--- src/rtl/vol_recording_ctrl_pkg.sv ---
// Shared definitions for the volume-acquisition sequencer, the line writer and the PIO map.
// Contents:
//   ALINE_W_DEF / BSCAN_W_DEF / MISS_W_DEF  default widths of the index and miss counters
//   vol_state_e                             sequencer state encoding (visible to software)
package vol_recording_ctrl_pkg;

  localparam int unsigned ALINE_W_DEF = 12;
  localparam int unsigned BSCAN_W_DEF = 12;
  localparam int unsigned MISS_W_DEF  = 16;

  // Encoding is fixed: the PIO map exposes it.
  typedef enum logic [1:0] {
    StIdle      = 2'd0,
    StWaitTrig  = 2'd1,
    StWriteLine = 2'd2,
    StDone      = 2'd3
  } vol_state_e;

endpackage

--- src/rtl/vol_recording_ctrl_rise_edge_det.sv ---
// Rising-edge detector for an already-synchronised level.
// Ports:
//   clk      system clock
//   reset_n  asynchronous active-low reset (previous sample clears to 0)
//   i_sig    level input
//   o_rise   high for the cycle in which i_sig is 1 and its previous sample was 0
module vol_recording_ctrl_rise_edge_det (
  input  logic clk,
  input  logic reset_n,
  input  logic i_sig,
  output logic o_rise
);

  logic r_sig_d;

  always_ff @(posedge clk or negedge reset_n) begin
    if (!reset_n) begin
      r_sig_d <= 1'b0;
    end else begin
      r_sig_d <= i_sig;
    end
  end

  assign o_rise = i_sig & ~r_sig_d;

endmodule

--- src/rtl/vol_recording_ctrl.sv ---
// Volume-acquisition sequencer: counts sweep triggers into B-scans and volumes, requests one
// line write per accepted A-line, flags triggers that arrive while a line is in flight, and
// holds o_vol_recording_done once the programmed volume is complete.
// Ports:
//   clk, reset_n            clock, asynchronous active-low reset
//   i_start / i_abort       1-cycle host pulses (abort wins over start)
//   i_n_alines / i_n_bscans volume geometry, latched on start
//   i_aline_trig            sweep trigger level; rising edge = new A-line
//   i_aline_done            line writer finished the current line
//   o_aline_start           1-cycle request to the line writer
//   o_aline_idx/o_bscan_idx current line / B-scan index
//   o_busy                  high while acquiring (WAIT_TRIG or WRITE_LINE)
//   o_vol_recording_done    level, from volume completion until next start
//   o_missed_trig/o_missed_cnt sticky miss flag and saturating miss count
module vol_recording_ctrl
  import vol_recording_ctrl_pkg::*;
#(
  parameter int unsigned ALINE_W = ALINE_W_DEF,
  parameter int unsigned BSCAN_W = BSCAN_W_DEF,
  parameter int unsigned MISS_W  = MISS_W_DEF
) (
  input  logic               clk,
  input  logic               reset_n,
  input  logic               i_start,
  input  logic               i_abort,
  input  logic [ALINE_W-1:0] i_n_alines,
  input  logic [BSCAN_W-1:0] i_n_bscans,
  input  logic               i_aline_trig,
  input  logic               i_aline_done,
  output logic               o_aline_start,
  output logic [ALINE_W-1:0] o_aline_idx,
  output logic [BSCAN_W-1:0] o_bscan_idx,
  output logic               o_busy,
  output logic               o_vol_recording_done,
  output logic               o_missed_trig,
  output logic [MISS_W-1:0]  o_missed_cnt
);

  vol_state_e         r_state, w_state_nxt;
  logic [ALINE_W-1:0] r_n_alines, w_n_alines_nxt;
  logic [BSCAN_W-1:0] r_n_bscans, w_n_bscans_nxt;
  logic [ALINE_W-1:0] r_aline_idx, w_aline_idx_nxt;
  logic [BSCAN_W-1:0] r_bscan_idx, w_bscan_idx_nxt;
  logic               r_aline_start, w_aline_start_nxt;
  logic               r_busy, w_busy_nxt;
  logic               r_done, w_done_nxt;
  logic               r_missed, w_missed_nxt;
  logic [MISS_W-1:0]  r_missed_cnt, w_missed_cnt_nxt;
  logic               w_trig_rise;
  logic [ALINE_W-1:0] w_aline_last;
  logic [BSCAN_W-1:0] w_bscan_last;

  vol_recording_ctrl_rise_edge_det u_trig_edge (
    .clk     (clk),
    .reset_n (reset_n),
    .i_sig   (i_aline_trig),
    .o_rise  (w_trig_rise)
  );

  // Only consulted in WRITE_LINE, where the latched counts are known to be non-zero.
  assign w_aline_last = r_n_alines - ALINE_W'(1);
  assign w_bscan_last = r_n_bscans - BSCAN_W'(1);

  always_comb begin
    w_state_nxt       = r_state;
    w_n_alines_nxt    = r_n_alines;
    w_n_bscans_nxt    = r_n_bscans;
    w_aline_idx_nxt   = r_aline_idx;
    w_bscan_idx_nxt   = r_bscan_idx;
    w_aline_start_nxt = 1'b0;
    w_missed_nxt      = r_missed;
    w_missed_cnt_nxt  = r_missed_cnt;

    if (i_abort) begin
      // Indices and miss counters are left as-is for post-mortem inspection.
      w_state_nxt = StIdle;
    end else begin
      case (r_state)
        StIdle, StDone: begin
          if (i_start) begin
            w_n_alines_nxt   = i_n_alines;
            w_n_bscans_nxt   = i_n_bscans;
            w_aline_idx_nxt  = '0;
            w_bscan_idx_nxt  = '0;
            w_missed_nxt     = 1'b0;
            w_missed_cnt_nxt = '0;
            // An empty volume completes immediately without touching the line writer.
            if ((i_n_alines == '0) || (i_n_bscans == '0)) begin
              w_state_nxt = StDone;
            end else begin
              w_state_nxt = StWaitTrig;
            end
          end
        end
        StWaitTrig: begin
          if (w_trig_rise) begin
            w_aline_start_nxt = 1'b1;
            w_state_nxt       = StWriteLine;
          end
        end
        StWriteLine: begin
          // A new sweep while the previous line is still being stored is lost, even when it
          // coincides with aline_done.
          if (w_trig_rise) begin
            w_missed_nxt = 1'b1;
            if (r_missed_cnt != {MISS_W{1'b1}}) begin
              w_missed_cnt_nxt = r_missed_cnt + MISS_W'(1);
            end
          end
          if (i_aline_done) begin
            if (r_aline_idx == w_aline_last) begin
              w_aline_idx_nxt = '0;
              if (r_bscan_idx == w_bscan_last) begin
                w_state_nxt = StDone;
              end else begin
                w_bscan_idx_nxt = r_bscan_idx + BSCAN_W'(1);
                w_state_nxt     = StWaitTrig;
              end
            end else begin
              w_aline_idx_nxt = r_aline_idx + ALINE_W'(1);
              w_state_nxt     = StWaitTrig;
            end
          end
        end
        default: begin
          w_state_nxt = StIdle;
        end
      endcase
    end

    // Status outputs are registered copies of the next-state decode.
    w_busy_nxt = (w_state_nxt == StWaitTrig) || (w_state_nxt == StWriteLine);
    w_done_nxt = (w_state_nxt == StDone);
  end

  always_ff @(posedge clk or negedge reset_n) begin
    if (!reset_n) begin
      r_state       <= StIdle;
      r_n_alines    <= '0;
      r_n_bscans    <= '0;
      r_aline_idx   <= '0;
      r_bscan_idx   <= '0;
      r_aline_start <= 1'b0;
      r_busy        <= 1'b0;
      r_done        <= 1'b0;
      r_missed      <= 1'b0;
      r_missed_cnt  <= '0;
    end else begin
      r_state       <= w_state_nxt;
      r_n_alines    <= w_n_alines_nxt;
      r_n_bscans    <= w_n_bscans_nxt;
      r_aline_idx   <= w_aline_idx_nxt;
      r_bscan_idx   <= w_bscan_idx_nxt;
      r_aline_start <= w_aline_start_nxt;
      r_busy        <= w_busy_nxt;
      r_done        <= w_done_nxt;
      r_missed      <= w_missed_nxt;
      r_missed_cnt  <= w_missed_cnt_nxt;
    end
  end

  assign o_aline_start        = r_aline_start;
  assign o_aline_idx          = r_aline_idx;
  assign o_bscan_idx          = r_bscan_idx;
  assign o_busy               = r_busy;
  assign o_vol_recording_done = r_done;
  assign o_missed_trig        = r_missed;
  assign o_missed_cnt         = r_missed_cnt;

endmodule
--- config.mk ---
export PLATFORM = sky130hd
export DESIGN_NAME = vol_recording_ctrl
export DESIGN_NICKNAME = d
export VERILOG_FILES = /design/src/rtl/vol_recording_ctrl_pkg.sv /design/src/rtl/vol_recording_ctrl_rise_edge_det.sv /design/src/rtl/vol_recording_ctrl.sv
export SDC_FILE = /design/constraint.sdc
export NUM_CORES = 1
export LEC_CHECK = 0
export ABC_CLOCK_PERIOD_IN_PS = 2900
export BUFFER_PORTS_ARGS = -buffer_cell sky130_fd_sc_hd__buf_2
export CORE_UTILIZATION = 56
export CTS_CLUSTER_SIZE = 10
export DETAILED_ROUTE_END_ITERATION = 7
export HOLD_SLACK_MARGIN = 0.08
export PLACE_DENSITY = 0.8
export REMOVE_ABC_BUFFERS = 1
export SLEW_MARGIN = 0
export SYNTH_ARGS = -nofsm -noshare
export SYNTH_HDL_FRONTEND = slang
export SYNTH_SLANG_ARGS = --single-unit
export TNS_END_PERCENT = 100
--- constraint.sdc ---
create_clock -name clk -period 2.9 [get_ports clk]
set_input_delay 0.145 -clock clk [delete_from_list [all_inputs] [get_ports clk]]
set_output_delay 0.145 -clock clk [all_outputs]
set_load 0.1 [all_outputs]
==> out/metrics.csv, run 1 <==
metric,value,unit
vdd_ir_drop_max,0.508,mV
synth_top_family_by_area,simple AND/OR/NAND/NOR gates,
firstDrtPassIters,5,
grt_max_degree,29,
syn2layout_area_growth,24.3,%
placedCellCount,607,
wl_per_cell,16.5,um
final_common_cell,buf_2,
synth_seq_area_share,42.6,%
antenna_found_initial,0,
setup_viol,0,
p_comb_share,44.7,%
path_class,flip-flop to flip-flop,
die_w,88.3,um
clockBufferDepth,2,
synth_compound_area_share,12.3,%
rows,31,
drtIter0Drc,277,
vias_per_cell,5.85,
worstMarginPinSlew,0.678,ns
grt_first_pass_wirelength,16.9,mm
critPathTopFamily,simple AND/OR/NAND/NOR gates,
internal_power,2230,uW
async_reset_ff_share,100,%
cp_slowest_stage_delay,0.45,ns
syn_avg_cell_area,9.61,um2
fin_crit_sh,94.4,%
crit_required,3.16,ns
fillers,574,
initial_core_util,57.8,%
drc,0,
drive_above_1_share,26.2,%
core-area,7210,um2
synth_cells,434,
holdCritPathClass,primary input to flip-flop,
cts_buffers,9,
power,3920,uW
drv_slew,0,
min_period,2.74,ns
nets,584,
finalHoldViolations,0,
switchingPower,1690,uW
syn_area,4170,um2
place.gp.congestion,0.948,
clk_pin_slew_worst_paths,0.07,ns
worstSkewPairLatency,0.34,ns
grt_pass1_vias,3540,
path_cells,inv_1 -> ha_1 -> nor2b_1 -> a2111oi_1 -> o21a_2 -> and3_1 -> nand2_1 -> or3_1 -> a21oi_1,
layout_common_cells,"73 x buf_2, 71 x dfrtp_1, 35 x nor2_1",
crit_slowest_cell,a2111oi_1,
num_vias,3793,
maxCapViolCount,0,
wl,10.7,mm
fmax,365,MHz
grt-ovfl-total,0,
relSlewSlack,54.8,%
synthFlopType,dfrtp_1,
clkSinkCount,71,
cp.arrival,2.99,ns
ys_warn_count,0,
start_kind,flip-flop,
fp.dieH,88.3,um
portBuffers,73,
pwr-share-seq,38.6,%
instances_no_fill,648,
cts_tree,done,
powerDensity,756,nW/um2
ant_nets,0,
fin_hold_ws,0.116,ns
crit_path_end_kind,flip-flop,
status,completed,
num_antenna_cells,0,
fin_skew,0.00954,ns
worst_slack,0.162,ns
layout.area.seq,1780,um2
synth_cell_type_count,51,
synthSimpleGateAreaFrac,22.9,%
hpwl,7.53,mm
synth_xor_xnor_area_share,7.98,%
synth_fa_ha_area_share,2.40,%
multi_input_area,2340,um2
synth-edff-count,0,
ys_seq_elements,71,
synthMuxAreaShare,9.21,%
p_leak,0.00238,uW
pin_count,74,
cts_root_buffer,clkbuf_8,
crit_buf_inv,1,
clkPwrFrac,16.6,%
p_sw_share,43.0,%
dieArea,7800,um2
crit_path_max_fanout,7,
pre_cts_slack,0.0839,ns
htree_levels,3,
grt_usage,28.4,%
[worst paths after layout]
| check | start | to | slack, ns | cells past startpoint |
|---|---|---|---|---|
| max in group asynchronous | reset_n | o_bscan_idx[6] | 1.70 | 3 |
| min in group asynchronous | reset_n | r_n_alines[10] | 0.38 | 2 |
| setup / recovery | r_state[0] | o_missed_cnt[15] | 0.16 | 9 |
| setup reg to reg | r_state[0] | o_missed_cnt[15] | 0.16 | 9 |
| hold reg to reg | r_n_alines[11] | r_n_alines[11] | 0.54 | 1 |
| hold / removal | i_abort | r_state[1] | 0.12 | 2 |
[power groups by stage]
stage	registers [uW]	logic [uW]	clock network, uW
after floorplan	1670	1040	0
after global placement	1490	1600	0
after detailed placement	1510	1660	0
after CTS	1490	1700	661
after global routing	1550	1900	708
final	1510	1750	652
[Yosys cell counts, types with 3 or more instances]
| library cell | count | area share, % |
|---|---|---|
| xnor2_1 | 18 | 3.8 |
| mux2_2 | 27 | 7.3 |
| nor2_1 | 36 | 3.2 |
| and3_1 | 13 | 1.9 |
| ha_1 | 8 | 2.4 |
| nand2_1 | 33 | 3.0 |
| a31oi_1 | 4 | 0.60 |
| nor2b_1 | 4 | 0.60 |
| nor3_1 | 16 | 1.9 |
| nor4_1 | 8 | 1.2 |
| xor2_1 | 20 | 4.2 |
| a21o_1 | 3 | 0.54 |
| nand3_1 | 19 | 2.3 |
| nand4_1 | 9 | 1.3 |
| o21a_1 | 7 | 1.3 |
| nand3b_1 | 7 | 1.3 |
| nand2b_1 | 8 | 1.2 |
| a21oi_1 | 15 | 1.8 |
| inv_1 | 13 | 1.2 |
| clkbuf_1 | 14 | 1.3 |
| mux2i_1 | 8 | 1.9 |
| nor3b_1 | 4 | 0.72 |
| o31ai_1 | 4 | 0.72 |
| dfrtp_1 | 71 | 43 |
| o21ai_0 | 20 | 2.4 |
| or3_1 | 9 | 1.3 |
| a211oi_1 | 3 | 0.54 |
| a311oi_1 | 3 | 0.63 |
[sequential cells by signal (all words and copies together) (netlist names)]
register and cells:
o_missed_cnt 16, o_aline_idx 12, o_bscan_idx 12, r_n_alines 12, r_n_bscans 12, r_state 2, o_aline_start 1, o_busy 1
o_missed_trig 1, o_vol_recording_done 1, u_trig_edge.r_sig_d 1
[worst register-to-register path, delay by kind of cell (launching register included)]
family	cells	cell delay (ns)
flip-flops	1	0.35
adder cells (fa/ha/maj)	1	0.39
AO/OA/AOI/OAI	3	0.88
buffers and inverters	1	0.06
AND/OR/NAND/NOR	4	0.98
[layer usage]
layer | GRT usage (%) | routed length [um] | up-vias | share of wire [%]
met1 | 38.3 | 4760 | 1851 | 44
met4 | 10.1 | 168 | 0 | 1.6
met3 | 3.64 | 473 | 19 | 4.4
li1 | - | - | 1794 | -
met2 | 47.3 | 5300 | 129 | 50
met5 | 0 | 0 | - | 0
[stage by stage]
step	util [%]	TNS, ns	cell area [um2]
5_1_grt	71.9	-0.0416	5180
6_report	71.9	0	5180
2_1_floorplan	-	-2.55	4110
3_3_place_gp	65.5	0	4730
3_5_place_dp	65.5	0	4730
4_1_cts	71.2	0	5130
[area by class of cell]
class / instances / area share [%]
repair buffers: 116 / 14.5
well taps: 99 / 2.39
flip-flops and latches: 71 / 34.3
clock inverters: 2 / 0.193
clock buffers: 12 / 2.61
multi-input cells: 335 / 45.1
inverters: 13 / 0.941
[cell families (layout without fill, tap and decap cells)]
group	count (synthesis)	after routing
xor+xnor	38	38
fa+ha+maj	8	8
buf+inv	28	143
compound gates	75	75
mux	35	35
simple gates	179	179
flops	71	71
[what timing repair did]
item	4_1_cts	5_1_grt
buffers inserted	0	1
endpoints found under the setup margin	0	17
hold buffers	26	0
gates resized for setup	0	10
endpoints found under the hold margin	51	0
Note: power is estimated with default switching activity, not from simulation.
==> run 2, diff against run 1 <==
--- a/config.mk
+++ b/config.mk
@@ -7,14 +7,15 @@
 export LEC_CHECK = 0
 export ABC_CLOCK_PERIOD_IN_PS = 2900
 export BUFFER_PORTS_ARGS = -buffer_cell sky130_fd_sc_hd__buf_2
-export CORE_UTILIZATION = 56
+export CORE_UTILIZATION = 57
 export CTS_CLUSTER_SIZE = 10
 export DETAILED_ROUTE_END_ITERATION = 7
 export HOLD_SLACK_MARGIN = 0.08
-export PLACE_DENSITY = 0.8
+export PLACE_DENSITY = 0.81
 export REMOVE_ABC_BUFFERS = 1
 export SLEW_MARGIN = 0
 export SYNTH_ARGS = -nofsm -noshare
 export SYNTH_HDL_FRONTEND = slang
+export SYNTH_HIERARCHICAL = 1
 export SYNTH_SLANG_ARGS = --single-unit
 export TNS_END_PERCENT = 100
==> out/metrics.csv, run 2 <==
metric,value,unit,change
status,"complete, but fails checks",,
violations,negative setup slack,,
rsz0062_at_grt,yes,,
drc,0,,unchanged
wl,13.4,mm,+25%
wl_per_cell,19.1,um,+15%
synth_seq_area_share,40.5,%,-2.1 points
drtIter0Drc,485,,+75%
fin_skew,0.0119,ns,+0.00233 ns
ant_nets,0,,unchanged
layout_common_cells,"73 x buf_2, 71 x dfrtp_1, 52 x buf_4",,
min_period,3.03,ns,+0.289 ns
fmax,330,MHz,-9.5%
dieArea,8060,um2,+3.3%
synth_top_area_cell,dfrtp_1,,
reg2reg_from,r_n_alines[3],,
final_area,5870,um2,+13%
yosysMostFrequentCell,dfrtp_1,,
rows,31,,unchanged
portBuffers,73,,unchanged
htree_levels,3,,unchanged
internal_power,2720,uW,+22%
ff2ff_setup_slack,-0.13,ns,-0.29 ns
syn_avg_cell_area,9.61,um2,about the same
grt_pass1_vias,4417,,+25%
holdCritPathClass,primary input to flip-flop,,
crit_top_cell,or4_4,,
cts_tree,done,,
worstHoldStart,i_aline_done,,
path_cells,or4_4 -> o32a_1 -> or3_4 -> nor4_4 -> buf_4 -> nand2_8 -> or4_4 -> o311ai_4,,
pin_count,74,,unchanged
nets,637,,+9.1%
clkPwrFrac,18.7,%,+2.1 points
synthFlopType,dfrtp_1,,
clk_pin_slew_worst_paths,0.09,ns,+0.02 ns
cp_slowest_stage_delay,0.55,ns,+0.10 ns
initial_core_util,59.9,%,+2.1 points
synth_cells,457,,+5.3%
largest_reg_flops,16,,unchanged
synth-edff-count,0,,unchanged
synth_cell_type_count,57,,+12%
worstHoldPathCells,3,,+1
p_sw_share,43.7,%,+0.62 points
crit_slowest_cell,or4_4,,
clkSinkCount,71,,unchanged
antenna_found_initial,0,,unchanged
firstDrtPassIters,6,,+1
core-area,7330,um2,+1.6%
final_common_cell,buf_2,,
syn2layout_area_growth,33.7,%,
ys_warn_count,6,,+6
synth_top_area_share,40.5,%,-2.1 points
setup_viol,9,,+9
synth_commonest_cells,"71 x dfrtp_1, 36 x nor2_1, 28 x nand3_1",,
path_class,flip-flop to flip-flop,,
dpl_cell_area,5150,um2,+8.9%
clockBufferDepth,2,,unchanged
grt_max_degree,72,,+150%
relSlewSlack,39.3,%,-16 points
maxCapViolCount,0,,unchanged
vdd_ir_drop_max,0.594,mV,+17%
cts_buffers,9,,unchanged
drv_slew,0,,unchanged
worstMarginPinSlew,0.910,ns,+0.233 ns
grt_usage,31.6,%,+3.2 points
hold_end,r_state[1],,
crit_path_end_kind,flip-flop,,
pre_cts_slack,-0.238,ns,-0.322 ns
drive_above_1_share,34.1,%,+7.9 points
critPathTopFamily,simple AND/OR/NAND/NOR gates,,
p_leak,0.00265,uW,+12%
pwr-share-seq,29.8,%,-8.8 points
cts_root_buffer,clkbuf_8,,
crit_path_max_fanout,7,,unchanged
place.gp.congestion,0.892,,-5.9%
syn_area,4390,um2,+5.2%
worst_slack,-0.128,ns,-0.289 ns
vias_per_cell,6.36,,+8.7%
r2r_cells,8,,-1
grt-ovfl-total,0,,unchanged
worstSkewPairLatency,0.36,ns,+0.02 ns
r2r-end,o_bscan_idx[4],,
fp.dieH,89.8,um,+1.6%
p_comb_share,51.4,%,+6.7 points
ys_seq_elements,71,,unchanged
start_kind,flip-flop,,
crit_buf_inv,1,,unchanged
grt_first_pass_wirelength,20.5,mm,+21%
utilization,80.1,%,+8.2 points
hpwl,8.23,mm,+9.3%
ys_top_cells_by_area,"dfrtp_1 40%, mux2_2 6.7%, xor2_1 4.8%, xnor2_1 4.2%, nand3_1 3.2%",,
num_antenna_cells,0,,unchanged
crit_required,3.16,ns,about the same
switchingPower,2110,uW,+25%
cp.arrival,3.29,ns,+0.30 ns
async_reset_ff_share,100,%,unchanged
finalHoldViolations,0,,unchanged
num_vias,4473,,+18%
die_w,89.8,um,+1.6%
powerDensity,823,nW/um2,+8.9%
fin_crit_sh,104,%,+10 points
==> run 2: power groups by stage <==
stage | logic [uW] | registers (uW) | clock network (uW)
detailed placement | 2170 | 1440 | 0
global placement | 2090 | 1420 | 0
global route | 2650 | 1470 | 949
floorplan | 1190 | 1710 | 0
finish | 2490 | 1440 | 905
CTS | 2270 | 1420 | 901
==> run 2: worst reg2reg max path: cells and delay by family, from the launching register on <==
| family | cells | cell delay [ns] |
|---|---|---|
| flip-flops | 1 | 0.39 |
| buffers and inverters | 1 | 0.18 |
| AND/OR/NAND/NOR | 5 | 1.78 |
| AO/OA/AOI/OAI | 2 | 0.57 |
==> run 2: through the flow <==
stage	TNS, ns	total power [uW]	instances	hold WS, ns
6_report	-0.391	4830	703	0.156
5_1_grt	-1.19	5070	703	0.170
3_3_place_gp	-0.376	3520	655	0.273
3_5_place_dp	-1.19	3610	655	0.275
2_1_floorplan	-3.16	2900	435	-0.151
4_1_cts	-0.174	4590	701	0.139
==> run 2: per-layer routing <==
metal	vias up	track usage [%]	wire [um]
li1	1978	-	-
met1	2173	40.7	5500
met2	260	52.2	6490
met3	62	4.57	886
met4	0	15.7	531
met5	-	0	0
==> run 2: repair_timing <==
| item | in CTS | in global routing |
|---|---|---|
| hold buffers | 27 | 0 |
| hold endpoints to repair | 97 | 0 |
| setup endpoints to repair | 13 | 23 |
| cloned | 0 | 0 |
| resized for setup | 14 | 25 |
| pin swaps | 4 | 9 |
| setup buffers | 3 | 4 |
==> run 2: kinds of logic (layout without fill, tap and decap cells) <==
group / after synthesis / in the layout / share of synthesized area [%]
DFF: 71 / 71 / 40.5
and+or+nand+nor: 175 / 175 / 22.0
adders and majority gates: 8 / 8 / 2.28
xor gates and xnor gates: 45 / 45 / 8.98
muxes: 32 / 32 / 8.04
AOI/OAI and AO/OA: 83 / 83 / 14.4
buffers and inverters: 43 / 190 / 3.85
==> run 2: worst max path at each step <==
stage / startpoint / to / slack [ns] / cells past startpoint
6_report: r_n_alines[3] / o_bscan_idx[4] / -0.13 / 8
5_1_grt: r_n_alines[3] / o_bscan_idx[4] / -0.19 / 8
4_1_cts: r_n_alines[3] / o_bscan_idx[4] / -0.07 / 8
3_5_place_dp: r_n_bscans[1] / o_busy / -0.24 / 10
3_3_place_gp: r_n_bscans[0] / o_busy / -0.19 / 10
2_1_floorplan: o_aline_idx[3] / o_busy / -0.41 / 8
==> run 2: layout make-up <==
cell class	count	area, um2
clock buffers	10	128
clock inverters	6	93.8
fillers	425	1460
inverters	21	78.8
multi-input cells	343	2630
flip-flops and latches	71	1780
well taps	99	124
repair buffers	153	1040
==> run 3, diff against run 2 <==
--- a/config.mk
+++ b/config.mk
@@ -5,7 +5,7 @@
 export SDC_FILE = /design/constraint.sdc
 export NUM_CORES = 1
 export LEC_CHECK = 0
-export ABC_CLOCK_PERIOD_IN_PS = 2900
+export ABC_CLOCK_PERIOD_IN_PS = 2850
 export BUFFER_PORTS_ARGS = -buffer_cell sky130_fd_sc_hd__buf_2
 export CORE_UTILIZATION = 57
 export CTS_CLUSTER_SIZE = 10
==> constraint.sdc (replaced) <==
create_clock -name clk -period 2.85 [get_ports clk]
set_input_delay 0.1425 -clock clk [delete_from_list [all_inputs] [get_ports clk]]
set_output_delay 0.1425 -clock clk [all_outputs]
set_load 0.1 [all_outputs]
==> out/metrics.csv, run 3 (same netlist as run 2, synthesis figures left out) <==
metric,value,unit,change
setup_viol,12,,+3
grt_max_degree,43,,-40%
crit_buf_inv,3,,+2
worstSkewPairLatency,0.37,ns,about the same
drv_slew,0,,unchanged
fin_hold_ws,0.131,ns,-0.0248 ns
fmax,335,MHz,+1.6%
r2r_cells,10,,+2
wl_per_cell,19.4,um,+1.9%
min_period,2.98,ns,-0.0469 ns
instances_no_fill,721,,+2.6%
place.gp.congestion,0.895,,+0.28%
num_antenna_cells,0,,unchanged
firstDrtPassIters,6,,unchanged
critPathTopFamily,simple AND/OR/NAND/NOR gates,,
p_leak,0.00278,uW,+4.8%
placedCellCount,672,,+2.6%
portBuffers,73,,unchanged
drtIter0Drc,493,,+1.6%
crit_path_max_fanout,6,,-1
core-area,7330,um2,unchanged
relSlewSlack,34.3,%,-5.0 points
drive_above_1_share,36.0,%,+1.9 points
wl_met3,1.18,mm,+33%
dieArea,8060,um2,unchanged
num_vias,4601,,+2.9%
cts_root_buffer,clkbuf_8,,
largest_reg_flops,16,,unchanged
powerDensity,870,nW/um2,+5.6%
hpwl,8.73,mm,+6.1%
initial_core_util,59.9,%,unchanged
nets,655,,+2.8%
grt_pass1_vias,4465,,+1.1%
syn2layout_area_growth,37.5,%,
crit_top_cell,buf_4,,
reg2reg_from,r_n_alines[6],,
cts_buffers,9,,unchanged
layout_common_cells,"73 x buf_2, 71 x dfrtp_1, 68 x buf_4",,
cp_slowest_stage_delay,0.54,ns,about the same
crit_path_end_kind,flip-flop,,
maxCapViolCount,0,,unchanged
pin_count,74,,unchanged
worstMarginPinSlew,0.985,ns,+0.0746 ns
path_class,flip-flop to flip-flop,,
ff2ff_setup_slack,-0.13,ns,about the same
ant_nets,0,,unchanged
htree_levels,3,,unchanged
grt-ovfl-total,0,,unchanged
wl_met2,6.55,mm,+0.85%
clockBufferDepth,2,,unchanged
top_layer,met4,,
fin_setup_tns,-0.893,ns,-0.501 ns
start_kind,flip-flop,,
holdCritPathClass,primary input to flip-flop,,
rsz0062_at_grt,yes,,
crit_required,3.11,ns,-0.05 ns
antenna_found_initial,0,,unchanged
hold_end,r_state[1],,
violations,negative setup slack,,
cp.arrival,3.24,ns,-0.05 ns
vias_per_cell,6.38,,+0.29%
path_cells,or4_4 -> buf_4 -> nor3_1 -> nand4_1 -> a211oi_1 -> buf_4 -> nand2_4 -> buf_6 -> o311a_1 -> a221o_1,,
wl,14.0,mm,+4.5%
grt_usage,33.1,%,+1.5 points
rows,31,,unchanged
die_w,89.8,um,unchanged
crit_slowest_cell,or4_4,,
utilization,82.4,%,+2.3 points
vdd_ir_drop_max,0.442,mV,-26%
fin_skew,0.0119,ns,+0.0000649 ns
fin_crit_sh,105,%,+0.19 points
clk_pin_slew_worst_paths,0.08,ns,about the same
status,"complete, but fails checks",,
power,5250,uW,+8.6%
r2r-end,o_bscan_idx[2],,
worstHoldStart,i_aline_done,,
final_common_cell,buf_2,,
cts_tree,done,,
clkSinkCount,71,,unchanged
wl_met1,5.50,mm,about the same
worstHoldPathCells,3,,unchanged
drc,0,,unchanged
fp.dieH,89.8,um,unchanged
finalHoldViolations,0,,unchanged
grt_first_pass_wirelength,21.3,mm,+4.0%
worst_slack,-0.131,ns,-0.00314 ns
[run 3: stage by stage]
stage | area, um2 | setup WS [ns]
final | 6040 | -0.131
after global routing | 6040 | -0.161
after CTS | 5910 | -0.124
after detailed placement | 5280 | -0.344
after global placement | 5280 | -0.228
after floorplan | 4300 | -0.462
[run 3: tightest hold or removal path: stages]
cell,delay [ns]
buf_2,0.13
nand4_1,0.11
a221oi_2,0.07
[run 3: final cells by class]
class,count,area [um2]
clock buffers,11,151
flip-flops and latches,71,1780
repair buffers,171,1180
well taps,99,124
fillers,405,1290
clock inverters,5,128
inverters,21,78.8
multi-input cells,343,2600
[run 3: what timing repair did]
item                                    in CTS  in global routing
hold buffers                                27                  0
cloned                                       0                  0
buffers inserted                             3                  3
endpoints found under the setup margin      16                 22
pin swaps                                   16                 11
hold endpoints to repair                    67                  0
gates resized for setup                     13                 25
[run 3: worst max path at each step]
stage	start	slack, ns	to	depth (start not counted)
after floorplan	o_aline_idx[3]	-0.46	o_busy	8
after CTS	r_n_alines[6]	-0.12	o_busy	8
final	r_n_alines[6]	-0.13	o_bscan_idx[2]	10
after global routing	r_n_alines[6]	-0.16	o_bscan_idx[2]	10
after global placement	r_n_bscans[0]	-0.23	o_busy	10
after detailed placement	r_n_bscans[0]	-0.34	o_busy	10
[run 3: where the power goes]
part | leakage (uW) | internal (uW) | switching [uW]
combinational | 0.00171 | 1110 | 1530
clock | 0.000136 | 718 | 427
sequential | 0.000932 | 1230 | 233
total | 0.00278 | 3060 | 2190
[run 3: routing by layer]
layer / vias up / global-route usage [%]
met4: 0 / 19.3
met3: 85 / 5.33
met5: - / 0
met1: 2167 / 42.5
met2: 333 / 52.9
li1: 2016 / -
